### src/rtl/rf_rename_ckpt_pkg.sv
// Shared constants and types for the rename register file slice.
// The checkpoint store is only built when RF_CKPT_EN is defined.
package rf_rename_ckpt_pkg;

   localparam int XLEN_DEF     = 32;
   localparam int NUM_REGS_DEF = 32;
   localparam int ROB_W_DEF    = 4;
   localparam int NUM_CKPT_DEF = 4;

   typedef enum logic [1:0] {
      TBL_HOLD,
      TBL_FLUSH,
      TBL_RESTORE,
      TBL_UPDATE
   } tbl_op_e;

   function automatic int ckpt_w(input int n);
      return (n > 1) ? $clog2(n) : 1;
   endfunction

endpackage

### src/rtl/rf_rename_ckpt_if.sv
// Decoder/ROB/branch-unit side bundle of the rename register file.
// master = pipeline control side, slave = the register file.
interface rf_rename_ckpt_if #(
   parameter int XLEN     = 32,
   parameter int NUM_REGS = 32,
   parameter int ROB_W    = 4,
   parameter int NUM_CKPT = 4
);
   localparam int RW = $clog2(NUM_REGS);
   localparam int CW = rf_rename_ckpt_pkg::ckpt_w(NUM_CKPT);

   logic             rdy;
   logic             flush;
   logic             stall;
   logic             dec_valid;
   logic             dec_wr;
   logic [RW-1:0]    dec_rd;
   logic [RW-1:0]    dec_rs1;
   logic [RW-1:0]    dec_rs2;
   logic [ROB_W-1:0] dec_tag;
   logic [XLEN-1:0]  rd_val1;
   logic [XLEN-1:0]  rd_val2;
   logic             rd_busy1;
   logic             rd_busy2;
   logic [ROB_W-1:0] rd_tag1;
   logic [ROB_W-1:0] rd_tag2;
   logic             cm_valid;
   logic [RW-1:0]    cm_rd;
   logic [XLEN-1:0]  cm_val;
   logic [ROB_W-1:0] cm_tag;
   logic             ckpt_take;
   logic [CW-1:0]    ckpt_id;
   logic             ckpt_full;
   logic             br_valid;
   logic [CW-1:0]    br_ckpt;
   logic             br_mispred;

   modport master (
      output rdy, flush, stall, dec_valid, dec_wr, dec_rd, dec_rs1, dec_rs2, dec_tag,
             cm_valid, cm_rd, cm_val, cm_tag, ckpt_take, br_valid, br_ckpt, br_mispred,
      input  rd_val1, rd_val2, rd_busy1, rd_busy2, rd_tag1, rd_tag2, ckpt_id, ckpt_full
   );

   modport slave (
      input  rdy, flush, stall, dec_valid, dec_wr, dec_rd, dec_rs1, dec_rs2, dec_tag,
             cm_valid, cm_rd, cm_val, cm_tag, ckpt_take, br_valid, br_ckpt, br_mispred,
      output rd_val1, rd_val2, rd_busy1, rd_busy2, rd_tag1, rd_tag2, ckpt_id, ckpt_full
   );

endinterface

### src/rtl/rf_rename_ckpt_store.sv
// Branch checkpoint store: busy/tag snapshots, slot valid bits, younger masks,
// free-slot encoder and commit-clear of live snapshots.
module rf_ckpt_store
   import rf_rename_ckpt_pkg::*;
#(
   parameter int NUM_REGS = NUM_REGS_DEF,
   parameter int ROB_W    = ROB_W_DEF,
   parameter int NUM_CKPT = NUM_CKPT_DEF,
   localparam int RW      = $clog2(NUM_REGS),
   localparam int CW      = ckpt_w(NUM_CKPT)
) (
   input  logic                           clk,
   input  logic                           rst,
   input  logic                           rdy,
   input  logic                           flush,
   input  logic                           cm_valid,
   input  logic [RW-1:0]                  cm_rd,
   input  logic [ROB_W-1:0]               cm_tag,
   input  logic                           take_req,
   input  logic [NUM_REGS-1:0]            tbl_busy,
   input  logic [NUM_REGS-1:0][ROB_W-1:0] tbl_tag,
   input  logic                           br_valid,
   input  logic [CW-1:0]                  br_ckpt,
   input  logic                           br_mispred,
   output logic [CW-1:0]                  ckpt_id,
   output logic                           ckpt_full,
   output logic                           mispred,
   output logic [NUM_REGS-1:0]            rcv_busy,
   output logic [NUM_REGS-1:0][ROB_W-1:0] rcv_tag
);

   logic [NUM_CKPT-1:0]                          vld_q, vld_d;
   logic [NUM_CKPT-1:0][NUM_CKPT-1:0]            young_q, young_d;
   logic [NUM_CKPT-1:0][NUM_REGS-1:0]            sbusy_q, sbusy_d, sbusy_cc;
   logic [NUM_CKPT-1:0][NUM_REGS-1:0][ROB_W-1:0] stag_q, stag_d;
   logic [NUM_CKPT-1:0]                          kill;
   logic [CW-1:0]                                free_id;
   logic                                         found;

   always_comb begin
      free_id = '0;
      found   = 1'b0;
      for (int unsigned s = 0; s < NUM_CKPT; s++) begin
         if (!vld_q[s] && !found) begin
            free_id = CW'(s);
            found   = 1'b1;
         end
      end
   end

   assign ckpt_id   = free_id;
   assign ckpt_full = &vld_q;
   assign mispred   = br_valid && br_mispred;

   always_comb begin
      sbusy_cc = sbusy_q;
      for (int unsigned s = 0; s < NUM_CKPT; s++) begin
         if (cm_valid && cm_rd != '0 && stag_q[s][cm_rd] == cm_tag)
            sbusy_cc[s][cm_rd] = 1'b0;
      end
   end

   assign rcv_busy = sbusy_cc[br_ckpt];
   assign rcv_tag  = stag_q[br_ckpt];

   always_comb begin
      vld_d   = vld_q;
      young_d = young_q;
      sbusy_d = sbusy_q;
      stag_d  = stag_q;
      kill    = young_q[br_ckpt];
      kill[br_ckpt] = 1'b1;
      if (rdy) begin
         sbusy_d = sbusy_cc;
         if (flush) begin
            vld_d   = '0;
            young_d = '0;
         end else if (mispred) begin
            vld_d = vld_q & ~kill;
            for (int unsigned s = 0; s < NUM_CKPT; s++)
               young_d[s] = kill[s] ? '0 : (young_q[s] & ~kill);
         end else begin
            if (br_valid) begin
               vld_d[br_ckpt]   = 1'b0;
               young_d[br_ckpt] = '0;
               for (int unsigned s = 0; s < NUM_CKPT; s++)
                  young_d[s][br_ckpt] = 1'b0;
            end
            // The free slot is chosen from pre-edge valid bits, so a slot
            // released above is never the one taken here.
            if (take_req && !ckpt_full) begin
               for (int unsigned s = 0; s < NUM_CKPT; s++)
                  if (vld_d[s]) young_d[s][free_id] = 1'b1;
               vld_d[free_id]   = 1'b1;
               young_d[free_id] = '0;
               sbusy_d[free_id] = tbl_busy;
               stag_d[free_id]  = tbl_tag;
            end
         end
      end
   end

   always_ff @(posedge clk) begin
      if (rst) begin
         vld_q   <= '0;
         young_q <= '0;
         sbusy_q <= '0;
         stag_q  <= '0;
      end else begin
         vld_q   <= vld_d;
         young_q <= young_d;
         sbusy_q <= sbusy_d;
         stag_q  <= stag_d;
      end
   end

endmodule

### src/rtl/rf_rename_ckpt.sv
// Architectural register file with rename tags and optional branch checkpoints.
// Define RF_CKPT_EN to build the checkpoint store; otherwise recovery is flush-only.
module rf_rename_ckpt
   import rf_rename_ckpt_pkg::*;
#(
   parameter int XLEN     = XLEN_DEF,
   parameter int NUM_REGS = NUM_REGS_DEF,
   parameter int ROB_W    = ROB_W_DEF,
   parameter int NUM_CKPT = NUM_CKPT_DEF
) (
   input  logic          clk,
   input  logic          rst,
   rf_rename_ckpt_if.slave bus
);
   localparam int RW = $clog2(NUM_REGS);

   logic [NUM_REGS-1:0][XLEN-1:0]  val_q, val_d;
   logic [NUM_REGS-1:0]            busy_q, busy_d, busy_cc;
   logic [NUM_REGS-1:0][ROB_W-1:0] tag_q, tag_d;
   logic [NUM_REGS-1:0]            rcv_busy;
   logic [NUM_REGS-1:0][ROB_W-1:0] rcv_tag;
   logic                           mispred;
   logic                           cm_hit;
   logic                           ren;
   tbl_op_e                        op;

   assign cm_hit = bus.cm_valid && bus.cm_rd != '0;
   assign ren    = bus.dec_valid && !bus.stall && bus.dec_wr && bus.dec_rd != '0;

   // Sources see the pre-edge table plus the same-cycle commit.
   always_comb begin
      bus.rd_val1  = '0;
      bus.rd_busy1 = 1'b0;
      bus.rd_tag1  = '0;
      bus.rd_val2  = '0;
      bus.rd_busy2 = 1'b0;
      bus.rd_tag2  = '0;
      if (bus.dec_rs1 != '0) begin
         bus.rd_val1  = (bus.cm_valid && bus.cm_rd == bus.dec_rs1) ? bus.cm_val : val_q[bus.dec_rs1];
         bus.rd_busy1 = busy_q[bus.dec_rs1] &&
                        !(bus.cm_valid && bus.cm_rd == bus.dec_rs1 && bus.cm_tag == tag_q[bus.dec_rs1]);
         bus.rd_tag1  = tag_q[bus.dec_rs1];
      end
      if (bus.dec_rs2 != '0) begin
         bus.rd_val2  = (bus.cm_valid && bus.cm_rd == bus.dec_rs2) ? bus.cm_val : val_q[bus.dec_rs2];
         bus.rd_busy2 = busy_q[bus.dec_rs2] &&
                        !(bus.cm_valid && bus.cm_rd == bus.dec_rs2 && bus.cm_tag == tag_q[bus.dec_rs2]);
         bus.rd_tag2  = tag_q[bus.dec_rs2];
      end
   end

   always_comb begin
      busy_cc = busy_q;
      if (cm_hit && tag_q[bus.cm_rd] == bus.cm_tag)
         busy_cc[bus.cm_rd] = 1'b0;
   end

`ifdef RF_CKPT_EN
   rf_ckpt_store #(
      .NUM_REGS (NUM_REGS),
      .ROB_W    (ROB_W),
      .NUM_CKPT (NUM_CKPT)
   ) u_store (
      .clk        (clk),
      .rst        (rst),
      .rdy        (bus.rdy),
      .flush      (bus.flush),
      .cm_valid   (bus.cm_valid),
      .cm_rd      (bus.cm_rd),
      .cm_tag     (bus.cm_tag),
      .take_req   (bus.dec_valid && bus.ckpt_take && !bus.stall),
      .tbl_busy   (busy_cc),
      .tbl_tag    (tag_q),
      .br_valid   (bus.br_valid),
      .br_ckpt    (bus.br_ckpt),
      .br_mispred (bus.br_mispred),
      .ckpt_id    (bus.ckpt_id),
      .ckpt_full  (bus.ckpt_full),
      .mispred    (mispred),
      .rcv_busy   (rcv_busy),
      .rcv_tag    (rcv_tag)
   );
`else
   logic unused_ckpt;
   assign unused_ckpt   = ^{bus.ckpt_take, bus.br_valid, bus.br_ckpt, bus.br_mispred};
   assign bus.ckpt_id   = '0;
   assign bus.ckpt_full = 1'b0;
   assign mispred       = 1'b0;
   assign rcv_busy      = '0;
   assign rcv_tag       = '0;
`endif

   always_comb begin
      op = TBL_HOLD;
      if (bus.rdy) begin
         if (bus.flush)   op = TBL_FLUSH;
         else if (mispred) op = TBL_RESTORE;
         else              op = TBL_UPDATE;
      end
   end

   always_comb begin
      val_d  = val_q;
      busy_d = busy_q;
      tag_d  = tag_q;
      if (bus.rdy && cm_hit)
         val_d[bus.cm_rd] = bus.cm_val;
      case (op)
         TBL_FLUSH: busy_d = '0;
         TBL_RESTORE: begin
            busy_d = rcv_busy;
            tag_d  = rcv_tag;
         end
         TBL_UPDATE: begin
            busy_d = busy_cc;
            if (ren) begin
               busy_d[bus.dec_rd] = 1'b1;
               tag_d[bus.dec_rd]  = bus.dec_tag;
            end
         end
         default: ;
      endcase
   end

   always_ff @(posedge clk) begin
      if (rst) begin
         val_q  <= '0;
         busy_q <= '0;
         tag_q  <= '0;
      end else begin
         val_q  <= val_d;
         busy_q <= busy_d;
         tag_q  <= tag_d;
      end
   end

endmodule
### src/flat_wrapper.sv
// flat-port wrapper written by rule: the top's interface ports become plain ports
module rf_rename_ckpt_flat import rf_rename_ckpt_pkg::*;
#(
   parameter int XLEN     = XLEN_DEF,
   parameter int NUM_REGS = NUM_REGS_DEF,
   parameter int ROB_W    = ROB_W_DEF,
   parameter int NUM_CKPT = NUM_CKPT_DEF
)
  (clk, rst, bus_rdy, bus_flush, bus_stall, bus_dec_valid, bus_dec_wr, bus_dec_rd, bus_dec_rs1, bus_dec_rs2, bus_dec_tag, bus_cm_valid, bus_cm_rd, bus_cm_val, bus_cm_tag, bus_ckpt_take, bus_br_valid, bus_br_ckpt, bus_br_mispred, bus_rd_val1, bus_rd_val2, bus_rd_busy1, bus_rd_busy2, bus_rd_tag1, bus_rd_tag2, bus_ckpt_id, bus_ckpt_full);
  rf_rename_ckpt_if #(.XLEN(XLEN), .NUM_REGS(NUM_REGS), .ROB_W(ROB_W), .NUM_CKPT(NUM_CKPT)) bus_i ();
  input  logic clk;
  input  logic rst;
  input wire logic [$bits(bus_i.rdy)-1:0] bus_rdy;
  input wire logic [$bits(bus_i.flush)-1:0] bus_flush;
  input wire logic [$bits(bus_i.stall)-1:0] bus_stall;
  input wire logic [$bits(bus_i.dec_valid)-1:0] bus_dec_valid;
  input wire logic [$bits(bus_i.dec_wr)-1:0] bus_dec_wr;
  input wire logic [$bits(bus_i.dec_rd)-1:0] bus_dec_rd;
  input wire logic [$bits(bus_i.dec_rs1)-1:0] bus_dec_rs1;
  input wire logic [$bits(bus_i.dec_rs2)-1:0] bus_dec_rs2;
  input wire logic [$bits(bus_i.dec_tag)-1:0] bus_dec_tag;
  input wire logic [$bits(bus_i.cm_valid)-1:0] bus_cm_valid;
  input wire logic [$bits(bus_i.cm_rd)-1:0] bus_cm_rd;
  input wire logic [$bits(bus_i.cm_val)-1:0] bus_cm_val;
  input wire logic [$bits(bus_i.cm_tag)-1:0] bus_cm_tag;
  input wire logic [$bits(bus_i.ckpt_take)-1:0] bus_ckpt_take;
  input wire logic [$bits(bus_i.br_valid)-1:0] bus_br_valid;
  input wire logic [$bits(bus_i.br_ckpt)-1:0] bus_br_ckpt;
  input wire logic [$bits(bus_i.br_mispred)-1:0] bus_br_mispred;
  output wire logic [$bits(bus_i.rd_val1)-1:0] bus_rd_val1;
  output wire logic [$bits(bus_i.rd_val2)-1:0] bus_rd_val2;
  output wire logic [$bits(bus_i.rd_busy1)-1:0] bus_rd_busy1;
  output wire logic [$bits(bus_i.rd_busy2)-1:0] bus_rd_busy2;
  output wire logic [$bits(bus_i.rd_tag1)-1:0] bus_rd_tag1;
  output wire logic [$bits(bus_i.rd_tag2)-1:0] bus_rd_tag2;
  output wire logic [$bits(bus_i.ckpt_id)-1:0] bus_ckpt_id;
  output wire logic [$bits(bus_i.ckpt_full)-1:0] bus_ckpt_full;
  assign bus_i.rdy = bus_rdy;
  assign bus_i.flush = bus_flush;
  assign bus_i.stall = bus_stall;
  assign bus_i.dec_valid = bus_dec_valid;
  assign bus_i.dec_wr = bus_dec_wr;
  assign bus_i.dec_rd = bus_dec_rd;
  assign bus_i.dec_rs1 = bus_dec_rs1;
  assign bus_i.dec_rs2 = bus_dec_rs2;
  assign bus_i.dec_tag = bus_dec_tag;
  assign bus_i.cm_valid = bus_cm_valid;
  assign bus_i.cm_rd = bus_cm_rd;
  assign bus_i.cm_val = bus_cm_val;
  assign bus_i.cm_tag = bus_cm_tag;
  assign bus_i.ckpt_take = bus_ckpt_take;
  assign bus_i.br_valid = bus_br_valid;
  assign bus_i.br_ckpt = bus_br_ckpt;
  assign bus_i.br_mispred = bus_br_mispred;
  assign bus_rd_val1 = bus_i.rd_val1;
  assign bus_rd_val2 = bus_i.rd_val2;
  assign bus_rd_busy1 = bus_i.rd_busy1;
  assign bus_rd_busy2 = bus_i.rd_busy2;
  assign bus_rd_tag1 = bus_i.rd_tag1;
  assign bus_rd_tag2 = bus_i.rd_tag2;
  assign bus_ckpt_id = bus_i.ckpt_id;
  assign bus_ckpt_full = bus_i.ckpt_full;
  rf_rename_ckpt #(.XLEN(XLEN), .NUM_REGS(NUM_REGS), .ROB_W(ROB_W), .NUM_CKPT(NUM_CKPT)) u_core (.clk(clk), .rst(rst), .bus(bus_i));
endmodule
### config.mk
export PLATFORM = sky130hd
export DESIGN_NAME = rf_rename_ckpt_flat
export DESIGN_NICKNAME = d
export VERILOG_FILES = /design/src/rtl/rf_rename_ckpt_pkg.sv /design/src/rtl/rf_rename_ckpt_if.sv /design/src/rtl/rf_rename_ckpt_store.sv /design/src/rtl/rf_rename_ckpt.sv /design/src/flat_wrapper.sv
export SDC_FILE = /design/constraint.sdc
export NUM_CORES = 2
export LEC_CHECK = 0
export CAP_MARGIN = 10
export CORE_ASPECT_RATIO = 0.5
export CORE_MARGIN = 1
export CORE_UTILIZATION = 50
export CTS_CLUSTER_DIAMETER = 50
export CTS_CLUSTER_SIZE = 40
export DETAILED_ROUTE_END_ITERATION = 7
export HOLD_SLACK_MARGIN = 0.08
export PLACE_DENSITY = 0.77
export SYNTH_ARGS = -nofsm -noshare
export SYNTH_HDL_FRONTEND = slang
export SYNTH_HIERARCHICAL = 1
export SYNTH_SLANG_ARGS = --single-unit
### constraint.sdc
create_clock -name clk -period 4 [get_ports clk]
set_input_delay 0.8 -clock clk [delete_from_list [all_inputs] [get_ports clk]]
set_output_delay 0.8 -clock clk [all_outputs]
set_load 0.05 [all_outputs]
; ---- After elaboration in Yosys (flattened, before gate mapping)
; Index checks and enable logic that the tools add are counted.
[classes]
mux = 39
reduce_logical = 25
order_cmp = 6
bitwise_logic = 3
eq_ne = 9
[ops]
columns = op, n
row1 = 1024-bit bitwise mux, 1
row2 = 32-bit binary-select mux with 5-bit select, 2
row3 = 32-bit two-way mux, 9
row4 = 128-bit one-hot mux with 2 select lines, 1
row5 = 32-bit demux with 5-bit select, 1
row6 = 128-bit bitwise mux, 1
row7 = 128-bit two-way mux, 1
row8 = 32-bit one-hot mux with 2 select lines, 1
row9 = 4-bit binary-select mux with 5-bit select, 3
row10 = 32-bit AND, 1
row11 = 32-bit inverter, 1
row12 = 32-bit OR, 1
row13 = "5-bit by 6-bit less-than comparator with 1-bit output, second input constant", 4
row14 = 4-bit two-way mux, 6
row15 = 4-bit demux with 5-bit select, 1
row16 = 5-bit nonzero test, 4
row17 = 1-bit logical AND, 14
row18 = 4-bit == test, 3
row19 = 1-bit binary-select mux with 5-bit select, 2
row20 = 1-bit demux with 5-bit select, 2
row21 = 5-bit == test, 2
row22 = "5-bit by 1-bit >= comparator with 1-bit output, second input constant", 2
row23 = 1-bit two-way mux, 6
row24 = "2-bit == test, second input constant", 2
row25 = other kinds (7), 11
[word_totals]
elab_cells = 147
register_bits = 1184
input_bits = 73

; ---- Depth between registers and ports, before layout
[logic_depth]
word_depth = 10
ltp_mapped = 12
mapped_depth_nobuf = 8

; ---- Worst setup path after synthesis
; OpenSTA, ideal clock, no wires.
[synth_timing]
path_kind = input-to-output
from = in bus_dec_rs2[1]
to = out bus_rd_busy2
path_buffers = 3
stages = 10
path_slack_ns = -0.454
t_arrival_ns = 3.654
path_cell_list = buf_2 > buf_1 > buf_1 > mux4_2 > nand2_1 > a21oi_1 > nor2_1 > xnor2_1 > nor2_1 > a211oi_1
[synth_via]
elab_chain_cells = 7
elab_cells_between_ends = 12
cone_classes = 2 x eq/ne / 5 x mux / 5 x reduce/logical
[synth_lines]
columns = element, line_no
row1 = "start, declared", flat_wrapper.sv:20  ; input wire logic [$bits(bus_i.dec_rs2)-1:0] bus_dec_rs2;
row2 = 4-bit binary-select mux with 5-bit select, rf_rename_ckpt.sv:47  ; !(bus.cm_valid && bus.cm_rd == bus.dec_rs2 && bus.cm_tag == tag_q[bus.dec_rs2]);
row3 = 4-bit two-way mux (implied by the code), rf_rename_ckpt.sv:47
row4 = 4-bit == test, rf_rename_ckpt.sv:47
row5 = 1-bit logical AND, rf_rename_ckpt.sv:47
row6 = 1-bit zero test, rf_rename_ckpt.sv:47
row7 = 1-bit logical AND, rf_rename_ckpt.sv:46  ; bus.rd_busy2 = busy_q[bus.dec_rs2] &&
row8 = 1-bit two-way mux (*), rf_rename_ckpt.sv:44  ; if (bus.dec_rs2 != '0) begin
row9 = "end, declared", flat_wrapper.sv:33  ; output wire logic [$bits(bus_i.rd_busy2)-1:0] bus_rd_busy2;
; Every way passes the cells marked *; elsewhere a longest branch is shown, timed or not. The select of a mux whose other input is x is not followed.

; ---- Worst setup path in the final report
[layout_timing]
from = in bus_dec_rs2[0]
to = out bus_rd_val2[0]
[layout_via]
elab_chain_cells = 4
elab_cells_between_ends = 7
cone_classes = 1 x eq/ne / 4 x mux / 2 x reduce/logical
[layout_lines]
columns = element, line_no
row1 = 32-bit binary-select mux with 5-bit select or 5-bit == test (tied branches), rf_rename_ckpt.sv:45  ; bus.rd_val2 = (bus.cm_valid && bus.cm_rd == bus.dec_rs2) ? bus.cm_val : val_q[bus.dec_rs2];
row2 = 32-bit two-way mux (implied by the code) or 1-bit logical AND (tied branches), rf_rename_ckpt.sv:45
row3 = 32-bit two-way mux, rf_rename_ckpt.sv:45
row4 = 32-bit two-way mux (*), rf_rename_ckpt.sv:44
row5 = "end, declared", flat_wrapper.sv:31  ; output wire logic [$bits(bus_i.rd_val2)-1:0] bus_rd_val2;
; Marked as above.

==> summary.json <==
{
  "status": {
    "outcome": "complete, no violations"
  },
  "pwr": {
    "vdd_ir_drop_max_mv": 0.323,
    "tot_pwr_mw": 24.3,
    "power_density_nw_per_um2": 336,
    "p_leak_nw": 24.3
  },
  "worst_setup_path": {
    "cp.required_ns": 3.20,
    "crit_path_max_fanout": 28,
    "critPathMaxStageDelay_ns": 0.57,
    "critPathArrivalTime_ns": 3.19,
    "crit_path_cell_trace": "buf_12 > buf_16 > buf_12 > mux4_2 > mux4_2 > mux2i_2 > a211oi_2 > buf_4 > buf_4",
    "critical_path_s_slowest_cell": "mux4_2",
    "timing_worst_setup_path_type": "input port to output port",
    "critical_path.endpoint_type": "output port",
    "worst_setup_path_start_kind": "input port"
  },
  "clocking": {
    "cts-buffers-inserted": 83,
    "cts_buffer_depth": 3,
    "hold_buf_count_cts": 0,
    "cts-root-buf": "clkbuf_16",
    "clock_transition_at_path_regs_ns": 0.10,
    "worstSkewPairLatency_ns": 0.74,
    "numClockSinks": 1184,
    "cts-htree-levels": 3,
    "tritoncts": "done"
  },
  "placed_design": {
    "placed_cells_incl_taps": 8388,
    "post_placement_cell_area_sq_um": 68800,
    "gp_congestion": 0.995,
    "port_buffer_count": 141,
    "place.detailed.hpwl_mm": 148
  },
  "floorplan": {
    "design.core.area_sq_um": 124000,
    "die-width_microns": 502,
    "dieArea_sq_um": 126000,
    "ioPinCount": 150,
    "floorplan.initialDensity": 0.505,
    "fp.dieH_microns": 252,
    "fp-row-count": 91
  },
  "sta": {
    "timing.final.crit_share": 0.998,
    "finalClockSkew_ns": 0.0699,
    "slew_at_the_pin_with_the_worst_max_slew_slack_ns": 1.29,
    "slew_headroom": 0.139,
    "whs_ns": 0.470,
    "hold_violations": 0,
    "fmax_mhz": 251,
    "slew_viol_final": 0,
    "timing.final.setup_violations": 0,
    "grt_setup_unrepaired": "true",
    "post-route-min-period_ns": 3.99
  },
  "job": {
    "max_cap_viol_count": 0
  },
  "yosys": {
    "synthFlopType": "dfxtp_1",
    "yosysTopAreaCellShare": 0.380,
    "synth.ff_latch_count": 1184,
    "synth-warning-count": 6,
    "synthDominantAreaCellType": "dfxtp_1",
    "mappedNetlistArea_sq_um": 62400,
    "asyncSetResetFlopFracSynth": 0,
    "synth_enable_flop_cells": 0,
    "synth_cell_type_count": 53,
    "post_synth.cell_area_avg_sq_um": 9.14,
    "synth_sequential_area_ratio": 0.380,
    "synth_top_cells_by_area": "dfxtp_1, mux4_2, nand2_1, a21oi_1, mux2i_1",
    "syn-instance-count": 6829
  },
  "cells_and_area": {
    "final_cells": 8571,
    "utilization": 0.585,
    "drive_gt1_frac": 0.222,
    "finish.instance_area_sq_um": 72300,
    "syn2layout_area_growth_pct": 15.9,
    "finish.net_count": 6894
  },
  "grt": {
    "grt_start_max_net_pins": 122,
    "grt_antenna_before_repair": 6,
    "wire_length_of_the_first_global_routing_pass_mm": 340,
    "grt_pass1_vias": 54900,
    "grt_usage": 0.359,
    "globalRoute.totalOverflow": 0
  },
  "routing": {
    "post_drt_wl_per_cell_microns": 27.1,
    "sum_of_met2_wire_segment_lengths_after_detailed_routing_mm": 98.0,
    "vias_per_cell": 6.74,
    "drtPass1Iterations": 7,
    "route.antenna.remaining_nets": 0,
    "vias_post_dr": 57800,
    "drc_errors": 0,
    "wl_met3_mm": 38.1,
    "detail_route.iter0.violations": 9929,
    "top_layer_used": "met5",
    "routed_wirelength_mm": 233,
    "routedLengthMet1_mm": 81.0
  },
  "hold_path": {
    "min_path_type": "register to register"
  }
}
## final timing paths
kind | cells past startpoint | slack (ns) | end | start
worst min register to register | 2 | 0.47 | u_core/val_q[473] | u_core/val_q[473]
worst max-delay path | 9 | 0.009 | bus_rd_val2[0] | bus_dec_rs2[0]
worst min-delay path | 2 | 0.47 | u_core/val_q[473] | u_core/val_q[473]
worst max register to register | 9 | 1.41 | u_core/busy_q[13] | u_core/tag_q[90]
## metrics by stage
step	worst slack, ns	setup TNS [ns]
after global placement	-0.0798	-0.0798
after floorplan	-0.441	-13.36
after global routing	-0.0764	-0.109
after detailed placement	-0.0594	-0.158
final	0.00908	0
after CTS	0.00571	0
## worst max-delay path: cells and delay by family
| family | cells | cell delay (ns) |
|---|---|---|
| buffers and inverters | 5 | 0.90 |
| AOI/OAI and AO/OA | 1 | 0.11 |
| muxes | 3 | 1.29 |
## cell type report
type	count	area, sq um
Tap cell	1674	2090
Clock buffer	87	2120
Fill cell	9998	51200
Clock inverter	68	1030
Multi-Input combinational cell	4909	36300
Inverter	11	41.3
Sequential cell	1184	23700
Antenna cell	6	15.0
Timing Repair Buffer	632	7000
## where the power goes
part | leakage, nW | internal, mW | switching, mW
Sequential | 9.54 | 11.8 | 0.0312
Clock | 1.51 | 4.53 | 5.40
Combinational | 13.3 | 0.947 | 1.57
Total | 24.3 | 17.3 | 7.00
## kinds of logic after synthesis
group / count (synthesis) / share of synthesized area
simple gates: 2605 / 0.166
xor+xnor: 21 / 0.00295
compound gates: 1312 / 0.115
flops: 1184 / 0.380
mux: 968 / 0.288
other cells: 1 / 0.0000601
buf+inv: 738 / 0.0486
## registers in the layout, indices dropped and copies added (netlist names)
| register | flops |
|---|---|
| u_core/val_q | 1024 |
| u_core/busy_q | 32 |
| u_core/tag_q | 128 |
## layer usage
metal,vias to the layer above,GRT usage
li1,24000,-
met1,27800,0.465
met2,4804,0.517
met3,1152,0.127
met4,8,0.212
met5,-,0
## synth_stat cells, drive strengths merged (3+ instances only)
cell type	instances
xor2	14
xnor2	7
inv	11
or4b	4
nand3	71
a31o	22
nand4b	4
o211ai	6
nor2	219
or2	3
a21oi	1090
a211oi	113
dfxtp	1184
nand4bb	3
nor3	12
mux4	662
nand2b	28
o22ai	32
o21bai	8
or4bb	3
a311o	8
nor4	11
and2	5
clkbuf	546
a31oi	3
a22oi	8
and3	7
buf	181
mux2i	297
nor2b	83
nand2	2145
o2111ai	19
mux2	9
## timing repair
item / CTS / global route
resized for setup: 6 / 26
pin swaps: 4 / 1
setup buffers: 4 / 17
endpoints found under the hold margin: 0 / 0
setup endpoints to repair: 5 / 26
cloned: 0 / 1
## cell usage in the layout (no fill, tap or decap), types with 10 or more instances in the layout
master / instances
nand3_1: 68
buf_6: 10
nand2_2: 31
inv_6: 10
clkinv_8: 19
nand2_1: 2114
a31o_1: 22
buf_4: 400
mux2i_1: 294
o2111ai_1: 19
nor3_1: 12
dfxtp_1: 1184
nor2_4: 33
inv_16: 11
a21oi_1: 1088
nand2b_1: 28
a211oi_2: 45
xor2_1: 14
nor2b_1: 82
a211oi_1: 68
clkdlybuf4s50_1: 55
o22ai_1: 32
nor2_1: 185
mux4_2: 662
clkbuf_16: 85
buf_12: 157
Power figures use the tool's default switching activity.
